--- config.mk ---
export PLATFORM = sky130hd
export DESIGN_NAME = sdram_fb_req
export DESIGN_NICKNAME = d
export VERILOG_FILES = /design/src/rtl/sdram_fb_req.sv
export SDC_FILE = /design/constraint.sdc
export NUM_CORES = 1
export LEC_CHECK = 0
export BUFFER_PORTS_ARGS = -buffer_cell sky130_fd_sc_hd__buf_2
export CAP_MARGIN = 5
export CORE_ASPECT_RATIO = 1.1
export CORE_MARGIN = 4
export CORE_UTILIZATION = 50
export DETAILED_ROUTE_END_ITERATION = 8
export PLACE_DENSITY = 0.71
export SYNTH_ARGS = -nofsm -noshare
export SYNTH_HDL_FRONTEND = slang
export SYNTH_SLANG_ARGS = --single-unit
--- constraint.sdc ---
create_clock -name sys_clk -period 8.05 [get_ports sys_clk]
set_input_delay 0.4025 -clock sys_clk [delete_from_list [all_inputs] [get_ports sys_clk]]
set_output_delay 0.4025 -clock sys_clk [all_outputs]
set_load 0.05 [all_outputs]
--- src/rtl/sdram_fb_req.sv ---
// Frame-buffer burst requester: alternates write/read SDRAM bursts and tracks frame addresses.
// Optional macro FB_REQ_TIMEOUT_EN adds an ack-timeout counter and a sticky timeout_err flag.
module sdram_fb_req #(
  parameter int BURST_LEN   = 64,
  parameter int FRAME_WORDS = 2073600,
  parameter int TIMEOUT     = 255
) (
  input  logic        sys_clk,
  input  logic        sys_rst_n,
  input  logic        init_end,
  input  logic [10:0] wr_level,
  input  logic [10:0] rd_space,
  input  logic        rd_enable,
  input  logic        wr_vsync,
  input  logic        rd_vsync,
  input  logic        sdram_wr_ack,
  input  logic        sdram_rd_ack,
  output logic        sdram_wr_req,
  output logic [20:0] sdram_wr_addr,
  output logic [9:0]  wr_burst_len,
  output logic        sdram_rd_req,
  output logic [20:0] sdram_rd_addr,
  output logic [9:0]  rd_burst_len,
  output logic        busy,
  output logic        timeout_err
);

  if (BURST_LEN < 1 || BURST_LEN > 512 || FRAME_WORDS < BURST_LEN ||
      FRAME_WORDS > 2097152 || TIMEOUT < 1) begin : gBadParams
    $error("sdram_fb_req: parameter out of range");
  end

  localparam logic [9:0] INIT_LEN = (BURST_LEN < FRAME_WORDS) ? 10'(BURST_LEN) : 10'(FRAME_WORDS);

  typedef enum logic [2:0] {IDLE, WR_REQ, WR_BURST, RD_REQ, RD_BURST} state_t;

  // Last burst of a frame is clipped to the words remaining before the frame end.
  function automatic logic [9:0] lenFor(input logic [20:0] addr);
    logic [21:0] remain;
    remain = 22'(FRAME_WORDS) - {1'b0, addr};
    if (remain >= 22'(BURST_LEN)) return 10'(BURST_LEN);
    return remain[9:0];
  endfunction

  function automatic logic [20:0] nextAddr(input logic [20:0] addr, input logic [9:0] len);
    logic [21:0] sum;
    sum = {1'b0, addr} + {12'd0, len};
    return (sum == 22'(FRAME_WORDS)) ? 21'd0 : sum[20:0];
  endfunction

  state_t      state_q, state_d;
  logic [20:0] wrAddr_q, wrAddr_d, rdAddr_q, rdAddr_d;
  logic [9:0]  wrLen_q, wrLen_d, rdLen_q, rdLen_d;
  logic        wrReq_q, wrReq_d, rdReq_q, rdReq_d;
  logic        wrPend_q, wrPend_d, rdPend_q, rdPend_d;
  logic        lastWr_q, lastWr_d;
  logic        busy_q, busy_d;
  logic        wrAckPrev_q, rdAckPrev_q;
  logic        wrActive, rdActive, wrZero, rdZero, wrElig, rdElig;

`ifdef FB_REQ_TIMEOUT_EN
  localparam int TO_W = (TIMEOUT > 1) ? $clog2(TIMEOUT + 1) : 1;
  logic [TO_W-1:0] toCnt_q, toCnt_d;
  logic            timeoutErr_q, timeoutErr_d;
`endif

  always_comb begin
    state_d  = state_q;
    wrAddr_d = wrAddr_q;
    rdAddr_d = rdAddr_q;
    wrPend_d = wrPend_q;
    rdPend_d = rdPend_q;
    lastWr_d = lastWr_q;
`ifdef FB_REQ_TIMEOUT_EN
    timeoutErr_d = timeoutErr_q;
`endif

    wrActive = (state_q == WR_REQ) || (state_q == WR_BURST);
    rdActive = (state_q == RD_REQ) || (state_q == RD_BURST);
    // A side with a frame restart due must rewind before it may request again.
    wrZero   = !wrActive && (wr_vsync || wrPend_q);
    rdZero   = !rdActive && (rd_vsync || rdPend_q);
    wrElig   = (wr_level >= {1'b0, wrLen_q}) && !wrZero;
    rdElig   = rd_enable && (rd_space >= {1'b0, rdLen_q}) && !rdZero;

    if (wrZero) begin
      wrAddr_d = '0;
      wrPend_d = 1'b0;
    end else if (wr_vsync) begin
      wrPend_d = 1'b1;
    end
    if (rdZero) begin
      rdAddr_d = '0;
      rdPend_d = 1'b0;
    end else if (rd_vsync) begin
      rdPend_d = 1'b1;
    end

    case (state_q)
      IDLE: begin
        if (init_end) begin
          if (wrElig && (!rdElig || !lastWr_q)) begin
            state_d  = WR_REQ;
            lastWr_d = 1'b1;
          end else if (rdElig) begin
            state_d  = RD_REQ;
            lastWr_d = 1'b0;
          end
        end
      end
      WR_REQ: begin
        if (sdram_wr_ack) state_d = WR_BURST;
`ifdef FB_REQ_TIMEOUT_EN
        else if (toCnt_q == TO_W'(TIMEOUT - 1)) begin
          state_d      = IDLE;
          timeoutErr_d = 1'b1;
        end
`endif
      end
      WR_BURST: begin
        if (wrAckPrev_q && !sdram_wr_ack) begin
          state_d  = IDLE;
          wrPend_d = 1'b0;
          wrAddr_d = (wrPend_q || wr_vsync) ? 21'd0 : nextAddr(wrAddr_q, wrLen_q);
        end
      end
      RD_REQ: begin
        if (sdram_rd_ack) state_d = RD_BURST;
`ifdef FB_REQ_TIMEOUT_EN
        else if (toCnt_q == TO_W'(TIMEOUT - 1)) begin
          state_d      = IDLE;
          timeoutErr_d = 1'b1;
        end
`endif
      end
      RD_BURST: begin
        if (rdAckPrev_q && !sdram_rd_ack) begin
          state_d  = IDLE;
          rdPend_d = 1'b0;
          rdAddr_d = (rdPend_q || rd_vsync) ? 21'd0 : nextAddr(rdAddr_q, rdLen_q);
        end
      end
      default: state_d = IDLE;
    endcase

    wrLen_d = lenFor(wrAddr_d);
    rdLen_d = lenFor(rdAddr_d);
    wrReq_d = (state_d == WR_REQ);
    rdReq_d = (state_d == RD_REQ);
    busy_d  = (state_d != IDLE);
`ifdef FB_REQ_TIMEOUT_EN
    toCnt_d = ((state_d == WR_REQ || state_d == RD_REQ) && state_d == state_q) ?
              toCnt_q + TO_W'(1) : '0;
`endif
  end

  always_ff @(posedge sys_clk or negedge sys_rst_n) begin
    if (!sys_rst_n) begin
      state_q     <= IDLE;
      wrAddr_q    <= '0;
      rdAddr_q    <= '0;
      wrLen_q     <= INIT_LEN;
      rdLen_q     <= INIT_LEN;
      wrReq_q     <= 1'b0;
      rdReq_q     <= 1'b0;
      wrPend_q    <= 1'b0;
      rdPend_q    <= 1'b0;
      lastWr_q    <= 1'b0;
      busy_q      <= 1'b0;
      wrAckPrev_q <= 1'b0;
      rdAckPrev_q <= 1'b0;
    end else begin
      state_q     <= state_d;
      wrAddr_q    <= wrAddr_d;
      rdAddr_q    <= rdAddr_d;
      wrLen_q     <= wrLen_d;
      rdLen_q     <= rdLen_d;
      wrReq_q     <= wrReq_d;
      rdReq_q     <= rdReq_d;
      wrPend_q    <= wrPend_d;
      rdPend_q    <= rdPend_d;
      lastWr_q    <= lastWr_d;
      busy_q      <= busy_d;
      wrAckPrev_q <= sdram_wr_ack;
      rdAckPrev_q <= sdram_rd_ack;
    end
  end

`ifdef FB_REQ_TIMEOUT_EN
  always_ff @(posedge sys_clk or negedge sys_rst_n) begin
    if (!sys_rst_n) begin
      toCnt_q      <= '0;
      timeoutErr_q <= 1'b0;
    end else begin
      toCnt_q      <= toCnt_d;
      timeoutErr_q <= timeoutErr_d;
    end
  end
  assign timeout_err = timeoutErr_q;
`else
  assign timeout_err = 1'b0;
`endif

  assign sdram_wr_req  = wrReq_q;
  assign sdram_wr_addr = wrAddr_q;
  assign wr_burst_len  = wrLen_q;
  assign sdram_rd_req  = rdReq_q;
  assign sdram_rd_addr = rdAddr_q;
  assign rd_burst_len  = rdLen_q;
  assign busy          = busy_q;

endmodule

**Yosys cells after proc, flatten, opt, wreduce, memory -nomap -nowiden**

Index checks and enable logic that the tools add are counted.

- Add/subtract/negate cells: 4
- Multiply operators: 0
- Div/mod/pow operators: 0
- Order comparisons: 4
- Equal/unequal tests: 8
- Shift operators: 0
- Muxes and demuxes: 34
- Bitwise operators: 0
- Reductions and logical operators: 25

Operators by type and width:

| operator | count |
|---|---|
| two-way mux 21 bit | 10 |
| adder 21 x 10 -> 22 bit | 2 |
| equality test 22 x 21 -> 1 bit (second input constant) | 2 |
| >= comparator 22 x 7 -> 1 bit (second input constant) | 2 |
| subtractor 21 x 21 -> 22 bit (first input constant) | 2 |
| two-way mux 10 bit | 4 |
| >= comparator 11 x 10 -> 1 bit | 2 |
| two-way mux 3 bit | 7 |
| case mux 3 bit (5 select lines) | 1 |
| two-way mux 1 bit | 12 |
| equality test 3 x 2 -> 1 bit (second input constant) | 3 |
| logical AND 1 bit | 8 |
| logical NOT 1 bit | 8 |
| equality test 3 x 1 -> 1 bit (second input constant) | 2 |
| logical OR 1 bit | 5 |
| equality test 3 bit (second input constant) | 1 |
| logical NOT 3 bit | 1 |
| AND reduction 3 bit | 1 |
| nonzero test 3 bit | 1 |
| nonzero test 2 bit | 1 |

- Register bits: 73
- Latch bits: 0
- Bits in writable memories: 0
- Memory bits (read-only): 0
- Output and inout port bits: 66
- Logic and storage cells: 88
- Memories: 0

**Longest topological paths before layout**

- Depth after elaboration: 13
- Depth in mapped cells: 19
- Gate-level depth less buffers: 16

**Worst setup path before layout**

OpenSTA, ideal clock, no wires.

- Path kind: reg-to-reg
- From: reg wrAddr_q[0], in the netlist sdram_wr_addr[0]
- To: reg wrLen_q[6], in the netlist wr_burst_len[6]
- Setup time: 0.082 ns
- Arrival time: 4.752 ns
- Path slack: 3.216 ns
- Stages on the path, launching flop included: 19
- Period minus slack after synthesis: 4.834 ns
- Cell sequence: dfrtp_1 > ha_1 > inv_1 > fa_1 > and2b_1 > o2111ai_1 > a21boi_0 > o211ai_1 > o2111a_1 > and4_1 > buf_4 > or4_1 > and3_1 > buf_4 > mux2i_1 > a2111o_1 > or4_4 > buf_6 > or2_1

- Cells in the longest elaborated chain, start to end: 10
- Elaborated cells between the ends (all ways): 11
- Those cells by class: 2 x add/sub; 1 x order compare; 1 x eq/ne; 7 x mux

Ends and longest elaborated chain:

| item | RTL line | RTL |
|---|---|---|
| start: declaration | 52 | `logic [20:0] wrAddr_q, wrAddr_d, rdAddr_q, rdAddr_d;` |
| start signal: assignment | 174 | `wrAddr_q <= wrAddr_d;` |
| adder 21 x 10 -> 22 bit | 47 | `sum = {1'b0, addr} + {12'd0, len};` |
| equality test 22 x 21 -> 1 bit | 48 | `return (sum == 22'(FRAME_WORDS)) ? 21'd0 : sum[20:0];` |
| two-way mux 21 bit | 48 |  |
| two-way mux 21 bit | 124 | `wrAddr_d = (wrPend_q \|\| wr_vsync) ? 21'd0 : nextAddr(wrAddr_q, wrLen_q);` |
| two-way mux 21 bit | 121 | `if (wrAckPrev_q && !sdram_wr_ack) begin` |
| two-way mux 21 bit * | 99 | `case (state_q)` |
| subtractor 21 x 21 -> 22 bit * | 40 | `remain = 22'(FRAME_WORDS) - {1'b0, addr};` |
| >= comparator 22 x 7 -> 1 bit | 41 | `if (remain >= 22'(BURST_LEN)) return 10'(BURST_LEN);` |
| two-way mux 1 bit | 41 |  |
| two-way mux 10 bit * | 42 | `return remain[9:0];` |
| named net wrLen_d[6] | 53 | `logic [9:0] wrLen_q, wrLen_d, rdLen_q, rdLen_d;` |
| end signal: assignment | 176 | `wrLen_q <= wrLen_d;` |
| end: declaration | 53 |  |

Mark *: on every way through the listed nets, which the timed path passes. The rest lies on a longest branch.
A chain may end at the register's enable or synchronous reset.

**Final worst setup path**

Same ends and word-level chain as after synthesis.

==> impl_metrics.csv <==
group,metric,value,unit
worst_setup_path,crit_fanout,8,
cts,cts_setup_buffers,0,
place,gp_congestion,0.956,
sta,finalWorstSetupSlack,3060,ps
worst_setup_path,critical_path_class,"reg2reg",
global_route,grt-ovfl-total,0,
place,pre_cts_ws,3090,ps
die,die-width,119,um
finish,area_growth,12.8,%
worst_setup_path,critical_path_arrival,5270,ps
detailed_routing,vias_per_cell,6.28,
cts,clock-sinks,73,
power_and_ir_drop,peakVddDrop,0.0976,mV
logic_synthesis,synth_top_area_cell,"dfrtp_1",
sta,max_freq,200,MHz
sta,rsz0062_at_grt,"no",
logic_synthesis,yosysMostFrequentCell,"dfrtp_1",
sta,post-route-period-util,62.0,%
global_route,grt_pass1_vias,6490,
detailed_routing,drt_pre_antenna_iters,7,
finish,final_cells,1092,
sta,finalSetupTns,0,ps
detailed_routing,vias,6859,
cts,path_clk_slew,60,ps
logic_synthesis,ys_ff_latch,73,
finish,postLayoutCoreUtil,57.7,%
worst_setup_path,end_kind,"register",
cts,cts_buffers,9,
logic_synthesis,ys_types,97,
finish,antenna_cells,0,
logic_synthesis,synthTopCellsByArea,"dfrtp_1, ha_1, nand2_1",
die,core,13300,um2
hold_path,hold_class,"in2async",
cts,cts_resized,0,
cts,hold_buffers,0,
sta,tightest_slew,967,ps
logic_synthesis,netlist_area,6780,um2
logic_synthesis,yosysWarnings,0,
place,placed_cells,1076,
global_route,antenna_found_initial,0,
die,die_y,130,um
global_route,grt.total_usage,26.5,%
logic_synthesis,synth_ff_type,"dfrtp_1",
die,floorplan.initialDensity,51.1,%
worst_setup_path,start_kind,"register",
cts,clockRootBuffer,"clkbuf_16",
die,num_rows,44,
sta,setup_viol,0,
outcome,status,"completed",
power_and_ir_drop,p_per_area,151,nW/um2
sta,drv_slew,0,
cts,clock_path_buffers,2,
place,dp_hpwl,15.7,mm
flow_run,maxCapViolCount,0,
place,port_buffers,94,
worst_setup_path,reg2reg_from,"sdram_wr_addr[0]$_DFF_PN0_",
logic_synthesis,seq_area_frac_synth,27.0,%
logic_synthesis,postSynth.asyncResetShare,100,%
logic_synthesis,postSynthCellCount,824,
sta,skew,6.83,ps
logic_synthesis,synth_edf_count,0,
worst_setup_path,cp.required,8330,ps
detailed_routing,wl,20.3,mm
detailed_routing,wire_per_inst,18.6,um
detailed_routing,drc,0,
power_and_ir_drop,p_total,1.15,mW
logic_synthesis,syn_area_per_cell,8.23,um2
finish,nets,977,
global_route,grt_max_degree,74,
detailed_routing,drtIter0Drc,542,
cts,cts_tree,"yes",
logic_synthesis,synth_top_area_share,26.2,%
finish,drive_gt1_share,17.3,%
die,dieArea,15500,um2
sta,hold_violations,0,
detailed_routing,ant_nets,0,
worst_setup_path,startpoint,"sdram_wr_addr[0]$_DFF_PN0_",
die,io_pins,96,
logic_synthesis,yosys-top-cells-count,"dfrtp_1, nand2_1, nor2_1",
global_route,grt_pass1_wl,33.2,mm
cts,h-tree-depth,3,
sta,slew_headroom,35.5,%
power_and_ir_drop,cellLeakagePower,3.60,nW
sta,finalCriticalPeriod,4990,ps
cts,clock_latency,350,ps
## flip-flops by register name, summed over array words and instances (netlist names)
signal,flops
lastWr_q,1
busy,1
sdram_wr_req,1
wr_burst_len,10
state_q,3
sdram_rd_req,1
rdPend_q,1
sdram_rd_addr,21
wrAckPrev_q,1
rdAckPrev_q,1
rd_burst_len,10
wrPend_q,1
sdram_wr_addr,21
## where the power goes
group | total [mW] | internal [mW] | switching (mW) | leakage, nW
Combinational | 0.307 | 0.0956 | 0.212 | 2.47
Clock | 0.433 | 0.259 | 0.174 | 0.148
Sequential | 0.415 | 0.388 | 0.0272 | 0.985
Total | 1.15 | 0.742 | 0.413 | 3.60
## area by class of cell
cell class                      count  area (um2)
Fill cell                        1265        5620
Multi-Input combinational cell    667        4580
Sequential cell                    73        1830
Timing Repair Buffer               96         488
Clock buffer                       11         253
Tap cell                          184         230
Inverter                           56         210
Clock inverter                      5        62.6
## placed cells by master, fill, tap and decap left out, types with 25 or more instances in the layout
cell type	n
inv_1	53
ha_1	42
nand2_1	67
buf_2	93
dfrtp_1	71
nor2_1	54
a21oi_1	41
nor3_1	25
o21ai_0	47
nand3_1	28
## critical path, cell delays in order (launching register included)
cell and delay [ps]:
dfrtp_1 380, ha_1 230, inv_1 70, fa_1 410, and2b_1 250, o2111ai_1 230
and3_1 290, or3_1 340, nor4_2 280, and4_1 470, o2111ai_1 180, a2111oi_1 400
mux2i_1 140, a2111o_1 410, or4_4 610, or2_1 240
## logic make-up after synthesis
group | synth area share, %
fa+ha+maj | 8.34
mux | 0.904
simple gates | 24.9
flops | 27.0
compound gates | 29.4
buf+inv | 5.86
other cells | 0.0553
xor+xnor | 3.60
## routing by layer
layer / routed length [um] / global-route usage, % / share of wire [%] / up-vias
li1: - / - / - / 3295
met1: 8480 / 32.9 / 42 / 3261
met4: 853 / 13.4 / 4.2 / 0
met5: 0 / 0 / 0 / -
met2: 9880 / 45.7 / 49 / 251
met3: 1050 / 3.42 / 5.2 / 52
## stage by stage
stage                     cell area [um2]  hold slack, ps
final                                7650             188
after global routing                 7650             236
after CTS                            7650             221
after detailed placement             7340             498
after global placement               7340             488
after floorplan                      6810             107
## final timing paths
kind | slack (ps) | depth (start not counted) | to
worst min-delay path | 190 | 1 | sdram_wr_addr[20]$_DFF_PN0_
worst max-delay path | 3060 | 15 | wr_burst_len[6]$_DFF_PN1_
worst max register to register | 3060 | 15 | wr_burst_len[6]$_DFF_PN1_
worst min register to register | 510 | 1 | lastWr_q$_DFFE_PN0P_
max in group asynchronous | 7220 | 1 | sdram_rd_addr[18]$_DFF_PN0_
min in group sys_clk | 230 | 1 | rdAckPrev_q$_DFF_PN0_
No activity file was read; power rests on OpenSTA's default activity.
